**config.mk**
```make
export PLATFORM = sky130hd
export DESIGN_NAME = lsu_mem_responder
export DESIGN_NICKNAME = d
export VERILOG_FILES = /design/src/rtl/lsu_mem_responder.sv
export SDC_FILE = /design/constraint.sdc
export NUM_CORES = 1
export LEC_CHECK = 0
export BUFFER_PORTS_ARGS = -buffer_cell sky130_fd_sc_hd__buf_2
export CAP_MARGIN = 0
export CORE_MARGIN = 5
export CORE_UTILIZATION = 25
export DETAILED_ROUTE_END_ITERATION = 10
export PLACE_DENSITY = 0.58
export SLEW_MARGIN = 25
export SYNTH_ARGS = -nofsm -noshare
export SYNTH_HDL_FRONTEND = slang
export SYNTH_SLANG_ARGS = --single-unit
```
**constraint.sdc**
```tcl
create_clock -name clk -period 5.7 [get_ports clk]
set_clock_uncertainty 0.15 [all_clocks]
set_input_delay 0.57 -clock clk [delete_from_list [all_inputs] [get_ports clk]]
set_output_delay 0.57 -clock clk [all_outputs]
set_load 0.02 [all_outputs]
```
**src/rtl/lsu_mem_responder.sv**
```systemverilog
// Load/store responder between the decoder's memory controls and a synchronous BRAM port.
// Optional macro LSU_MISALIGN_TRAP_EN: misaligned accesses are trapped instead of force-aligned.
module lsu_mem_responder #(
    parameter int MEM_LATENCY = 1,
    parameter int ADDR_W      = 32
) (
    input  logic              clk,
    input  logic              rst,
    input  logic              req_valid,
    output logic              req_ready,
    input  logic              MemRead,
    input  logic [3:0]        MemWrite,
    input  logic [1:0]        MemReadSize,
    input  logic              MemReadSigned,
    input  logic [ADDR_W-1:0] addr,
    input  logic [31:0]       wdata,
    output logic              rsp_valid,
    output logic [31:0]       rsp_rdata,
    output logic              rsp_err,
    output logic              stall,
    output logic              mem_en,
    output logic [3:0]        mem_we,
    output logic [ADDR_W-3:0] mem_addr,
    output logic [31:0]       mem_wdata,
    input  logic [31:0]       mem_rdata
);

    typedef enum logic [1:0] {S_IDLE, S_RWAIT, S_RESP} state_t;

    localparam logic [1:0] LAT_LAST = 2'(MEM_LATENCY - 1);

    state_t      state_q;
    logic        req_ready_q;
    logic        rsp_valid_q;
    logic [31:0] rsp_rdata_q;
    logic        rsp_err_q;
    logic [1:0]  cnt_q;
    logic [1:0]  off_q;
    logic [1:0]  size_q;
    logic        sgn_q;

    logic        is_store, is_load, size_half, size_word, misalign, trap;
    logic        accept, access;
    logic [1:0]  off_d;
    logic [31:0] lane_b, lane_h, ext_d;

    assign is_store = |MemWrite;
    assign is_load  = MemRead & ~is_store;

    // Access width comes from the byte mask for stores, from MemReadSize for loads.
    always_comb begin
        size_half = 1'b0;
        size_word = 1'b0;
        if (is_store) begin
            size_half = (MemWrite == 4'b0011);
            size_word = (MemWrite == 4'b1111);
        end else if (is_load) begin
            size_half = (MemReadSize == 2'd1);
            size_word = MemReadSize[1];
        end
    end

    assign misalign = (size_half & addr[0]) | (size_word & (|addr[1:0]));

`ifdef LSU_MISALIGN_TRAP_EN
    assign trap  = misalign;
    assign off_d = addr[1:0];
`else
    assign trap = 1'b0;
    always_comb begin
        off_d = addr[1:0];
        if (size_word)      off_d = 2'b00;
        else if (size_half) off_d[0] = 1'b0;
    end
`endif

    assign accept = req_valid & req_ready_q;
    assign access = accept & (is_store | is_load) & ~trap;

    assign mem_en    = access;
    assign mem_we    = (access & is_store) ? (MemWrite << off_d) : 4'b0000;
    assign mem_addr  = access ? addr[ADDR_W-1:2] : '0;
    assign mem_wdata = access ? (wdata << {off_d, 3'b000}) : 32'd0;

    // Extraction uses the request fields latched at accept.
    assign lane_b = mem_rdata >> {off_q, 3'b000};
    assign lane_h = mem_rdata >> {off_q[1], 4'b0000};

    always_comb begin
        case (size_q)
            2'd0:    ext_d = {{24{sgn_q & lane_b[7]}}, lane_b[7:0]};
            2'd1:    ext_d = {{16{sgn_q & lane_h[15]}}, lane_h[15:0]};
            default: ext_d = mem_rdata;
        endcase
    end

    always_ff @(posedge clk) begin
        if (rst) begin
            state_q     <= S_IDLE;
            req_ready_q <= 1'b1;
            rsp_valid_q <= 1'b0;
            rsp_rdata_q <= 32'd0;
            rsp_err_q   <= 1'b0;
            cnt_q       <= 2'd0;
            off_q       <= 2'd0;
            size_q      <= 2'd0;
            sgn_q       <= 1'b0;
        end else begin
            case (state_q)
                S_IDLE: begin
                    if (accept) begin
                        off_q       <= off_d;
                        size_q      <= MemReadSize;
                        sgn_q       <= MemReadSigned;
                        cnt_q       <= 2'd0;
                        req_ready_q <= 1'b0;
                        if (is_load & ~trap) begin
                            state_q <= S_RWAIT;
                        end else begin
                            state_q     <= S_RESP;
                            rsp_valid_q <= 1'b1;
                            rsp_err_q   <= trap;
                            rsp_rdata_q <= 32'd0;
                        end
                    end
                end
                S_RWAIT: begin
                    if (cnt_q == LAT_LAST) begin
                        state_q     <= S_RESP;
                        rsp_valid_q <= 1'b1;
                        rsp_err_q   <= 1'b0;
                        rsp_rdata_q <= ext_d;
                    end else begin
                        cnt_q <= cnt_q + 2'd1;
                    end
                end
                S_RESP: begin
                    state_q     <= S_IDLE;
                    req_ready_q <= 1'b1;
                    rsp_valid_q <= 1'b0;
                    rsp_rdata_q <= 32'd0;
                    rsp_err_q   <= 1'b0;
                    cnt_q       <= 2'd0;
                end
                default: begin
                    state_q     <= S_IDLE;
                    req_ready_q <= 1'b1;
                    rsp_valid_q <= 1'b0;
                end
            endcase
        end
    end

    assign req_ready = req_ready_q;
    assign rsp_valid = rsp_valid_q;
    assign rsp_rdata = rsp_rdata_q;
    assign rsp_err   = rsp_err_q;
    assign stall     = (req_valid & ~req_ready_q) | (state_q != S_IDLE);

endmodule
```
# Yosys cells after proc, flatten, opt, wreduce, memory -nomap -nowiden

Index checks and enable logic that the tools add are counted.

Word-level logic and storage cells: 80
Output and inout port bits: 103
Register bits: 44
Input port bits: 107

Reduce and logical (&&, ||, !) cells: 12
Equal/unequal tests: 10
Bitwise operators: 12
Shift operators: 4
Mux-type cells: 32
$add $sub $neg: 1

Operators with widths:

| operator             | number |
|---|---|
| $mux W32             | 4 |
| $pmux W32 S3         | 1 |
| $pmux W32 S2         | 1 |
| $shl A32 B5 Y32      | 1 |
| $shr A32 B5 Y16      | 1 |
| $shr A32 B5 Y8       | 1 |
| $mux W30             | 1 |
| $mux W1              | 14 |
| $mux W2              | 5 |
| $ne A2 B2 Y1 const B | 4 |
| $and A1 B1 Y1        | 7 |
| $eq A2 B1 Y1 const B | 3 |
| $logic_not A2 Y1     | 3 |
| $pmux W2 S3          | 1 |
| $reduce_and A2 Y1    | 3 |
| $reduce_and A3 Y1    | 2 |
| $eq A4 B2 Y1 const B | 1 |
| $eq A4 B4 Y1 const B | 1 |
| $mux W4              | 1 |
| $pmux W1 S2          | 2 |
| $pmux W2 S2          | 1 |
| $reduce_and A4 Y1    | 1 |
| $reduce_or A4 Y1     | 1 |
| $shl A4 B2 Y4        | 1 |
| 7 further kinds      | 10 |

# Longest topological paths before layout

Depth in word-level cells: 9
Gate-level depth with buffers: 7
Mapped depth without buffers: 6

# Least setup slack after synthesis

OpenSTA, ideal clock, no wires.

Path type: input -> output
From: in addr[1]
To: out mem_wdata[16]
Arrival: 2238 ps
Required time: 4980 ps
Cell stages on the path: 6
Path buffers: 2
Slack: 2742 ps
Path through: buf_2 -> clkinv_1 -> a311oi_2 -> buf_4 -> nand3_1 -> a31oi_1

Word-level cells in the longest chain between the ends: 3

RTL lines:

| item               | RTL line | text |
|---|---|---|
| start: declaration | 15       | `input logic [ADDR_W-1:0] addr,` |
| $mux W1            | 72       | `if (size_word) off_d = 2'b00;` |
| $shl A32 B5 Y32    | 83       | `assign mem_wdata = access ? (wdata << {off_d, 3'b000}) : 32'd0;` |
| $mux W32           | 83       |  |
| end: declaration   | 24       | `output logic [31:0] mem_wdata,` |

Every way passes these cells.

# Worst setup path after layout

From: in MemWrite[0]
To: out mem_wdata[17]

Word-level cells in the longest chain between the ends: 9
Elaborated cells on any way between the ends: 16
Classes of those cells: eq/ne: 2; shift: 1; mux: 8; bitwise: 4; reduce/logical: 1

RTL lines:

| item               | RTL line | text |
|---|---|---|
| start: declaration | 12       | `input logic [3:0] MemWrite,` |
| $reduce_or A4 Y1   | 47       | `assign is_store = \|MemWrite;` |
| $not A1 Y1         | 48       | `assign is_load = MemRead & ~is_store;` |
| $and A1 B1 Y1      | 48       |  |
| $mux W1            | 57       | `end else if (is_load) begin` |
| $mux W1            | 54       | `if (is_store) begin` |
| $mux W1            | 73       | `else if (size_half) off_d[0] = 1'b0;` |
| $mux W1            | 72       |  |
| $shl A32 B5 Y32    | 83       |  |
| $mux W32 (*)       | 83       |  |

Every way passes the cells marked *; elsewhere a longest branch is shown, timed or not.

==> results.ini <==
[timing]
hold_ws_ps = 308
finalCritPeriodShare = 0.610
layout_min_cycle_time_ps = 3470
rsz0062_at_grt = no
tightest_slew_ps = 966
finalMaxSlewViolations = 0
maxSlewHeadroom = 0.354
final_hold_viol_count = 0
max_clock_freq_mhz = 288
finalSetupTns_ps = 0
setup_viol = 0

[synth]
yosysUniqueCellTypes = 55
synthesis.nets = 525
syn_inst = 417
synth-edff-count = 0
netlist_area_sq_um = 3340
ys_ff_latch = 43
ys_async_sr_fraction = 0
syn_avg_cell_area_sq_um = 8.01
synth_ff_type = dfxtp_1
yosys_warnings = 0
synth_seq_area_share = 0.258

[global_routing]
antenna_found_initial = 2
grt_pass1_wl_mm = 21.4
grt.total_usage = 0.163
grt_pass1_vias = 3923
grt_max_degree = 40
grt_overflow = 0

[setup_path]
cp-end-kind = output pin
path_cells = buf_2 > or4_1 > o211ai_4 > nand3_1 > a31oi_1 > buf_2
slowest_delay_ps = 720
timing.critical_path.mode_cell = buf_2
slowest_stage = or4_1
start_kind = input pin
crit_family = compound AO/OA/AOI/OAI gates
crit_arrival_ps = 2750
worstPathMaxFanout = 28
cp_num_buf_inv = 2
criticalPathCategory = input pin to output pin
cp_data_required_time_ps = 4980

[status]
status = completed

[cts]
post-cts-setup-buffer-count = 0
insertion_delay_ps = 280
numClockSinks = 43
ctsHoldBuffers = 0
htreeDepth = 2
clk_path_buf_depth = 2
cts_resized = 0
cts_tree = done
cts_buffers = 5
clkTransAtPathRegs_ps = 60
cts-root-buf = clkbuf_16

[detailed_routing]
vias_per_cell = 5.09
ant_nets = 0
post-route-drc-count = 0
vias = 3967
dr.pass1.iters = 4
routed_wirelength_mm = 13.7
wl_per_cell_um = 17.5
drt-initial-drc-count = 254

[layout]
final_nets = 709
drive_above_1_share = 0.409
fill_cells = 1395
finalNonFillerCells = 780
area_growth_pct = 38.4

[placed_design]
dp.cells = 770
port_buffers = 208
gp_congestion = 0.898
hpwl_mm = 10.8

[run]
cap_viol_max_count = 0

[floorplan]
die_height_um = 126
die_area_sq_um = 15800
rows = 42
initial_core_util = 0.253
die_width_um = 126
coreArea_sq_um = 13200
io_pins = 210

[pwr]
powerDensity_nw_per_um2 = 195
irDropWorstVdd_uv = 94.9
leakage_nw = 2.13

[worst_hold_path]
hold_path.class = flop to flop

[report_power, final]
group	switching [W]	internal, W	leakage [nW]	total [W]
clock network	0.000115	0.000162	0.0679	0.000277
registers	0.00000970	0.000306	0.348	0.000315
logic	0.000193	0.000119	1.72	0.000312
total	0.000317	0.000586	2.13	0.000904
[Yosys cell counts, drive strengths merged (10+ instances only)]
cell type	number	area (sq um)
a21oi	43	219
dfxtp	43	861
and2	32	200
mux2i	29	290
o21ai	25	140
o2bb2ai	22	193
clkbuf	21	80.1
nand3	21	105
nor2	16	60.1
buf	14	93.8
mux2	13	146
nand2b	13	81.3
nor2b	13	81.3
inv	11	41.3
a22oi	10	75.1
o22ai	10	62.6
[cells by family (layout without fill, tap and decap cells)]
logic type | count (synthesis) | after routing | share of synthesized area
compound gates | 153 | 153 | 0.317
simple gates | 129 | 129 | 0.223
fa+ha+maj | 1 | 1 | 0.00374
flops | 43 | 43 | 0.258
mux | 42 | 42 | 0.131
buf+inv | 48 | 233 | 0.0666
other cells | 1 | 3 | 0.00112
[layout by cell type, fill, tap and decap left out, types with 8 or more instances in the layout]
cell type  count
mux2_2        13
nand3_1       21
o221ai_1       9
nor2b_1       13
inv_1         10
buf_2        208
nand4_1        9
nand2b_1      13
o21ai_0       21
nor2_1        15
dfxtp_1       43
a21oi_1       42
a31oi_1        8
mux2i_1       29
a22oi_1       10
o22ai_1       10
and3_1         8
and2_1        32
o2bb2ai_1     22
[routing by layer]
metal | vias to the layer above | wire [um] | global-route usage
met5 | - | 0 | 0
met4 | 0 | 282 | 0.0415
met2 | 115 | 7180 | 0.296
met3 | 22 | 682 | 0.0339
li1 | 1938 | - | -
met1 | 1892 | 5540 | 0.195
[registers in the layout (all words and copies together) (netlist names)]
| name | count |
|---|---|
| state_q | 2 |
| rsp_valid | 1 |
| rsp_rdata | 32 |
| req_ready | 1 |
| size_q | 2 |
| off_q | 2 |
| sgn_q | 1 |
| cnt_q | 2 |
[metrics by stage]
step / total power (W) / util / setup WS (ps) / cell area [sq um]
2_1_floorplan: 0.000518 / - / 2740 / 3340
3_3_place_gp: 0.000627 / 0.339 / 2280 / 4480
6_report: 0.000904 / 0.351 / 2230 / 4630
5_1_grt: 0.000951 / 0.351 / 2050 / 4630
4_1_cts: 0.000908 / 0.350 / 2230 / 4620
3_5_place_dp: 0.000631 / 0.340 / 2250 / 4480
[cell type report]
type,instances,area (sq um),area share
clock buffers,7,133,0.0287
repair buffers,212,1070,0.232
multi-input cells,326,2280,0.493
diodes,2,5.00,0.00108
clock inverters,1,5.00,0.00108
inverters,13,48.8,0.0105
well taps,176,220,0.0476
flip-flops and latches,43,861,0.186
[path summary, 6_finish.rpt]
| kind | cells past startpoint | end | slack [ps] | from |
|---|---|---|---|---|
| worst min register to register | 1 | rsp_rdata[16]$_SDFFE_PP0P_ | 310 | rsp_rdata[16]$_SDFFE_PP0P_ |
| worst min-delay path | 1 | rsp_rdata[16]$_SDFFE_PP0P_ | 310 | rsp_rdata[16]$_SDFFE_PP0P_ |
| worst max register to register | 4 | rsp_rdata[9]$_SDFFE_PP0P_ | 3110 | off_q[1]$_SDFFE_PP0P_ |
| worst max-delay path | 6 | mem_wdata[17] | 2230 | MemWrite[0] |
Power figures use the tool's default switching activity.
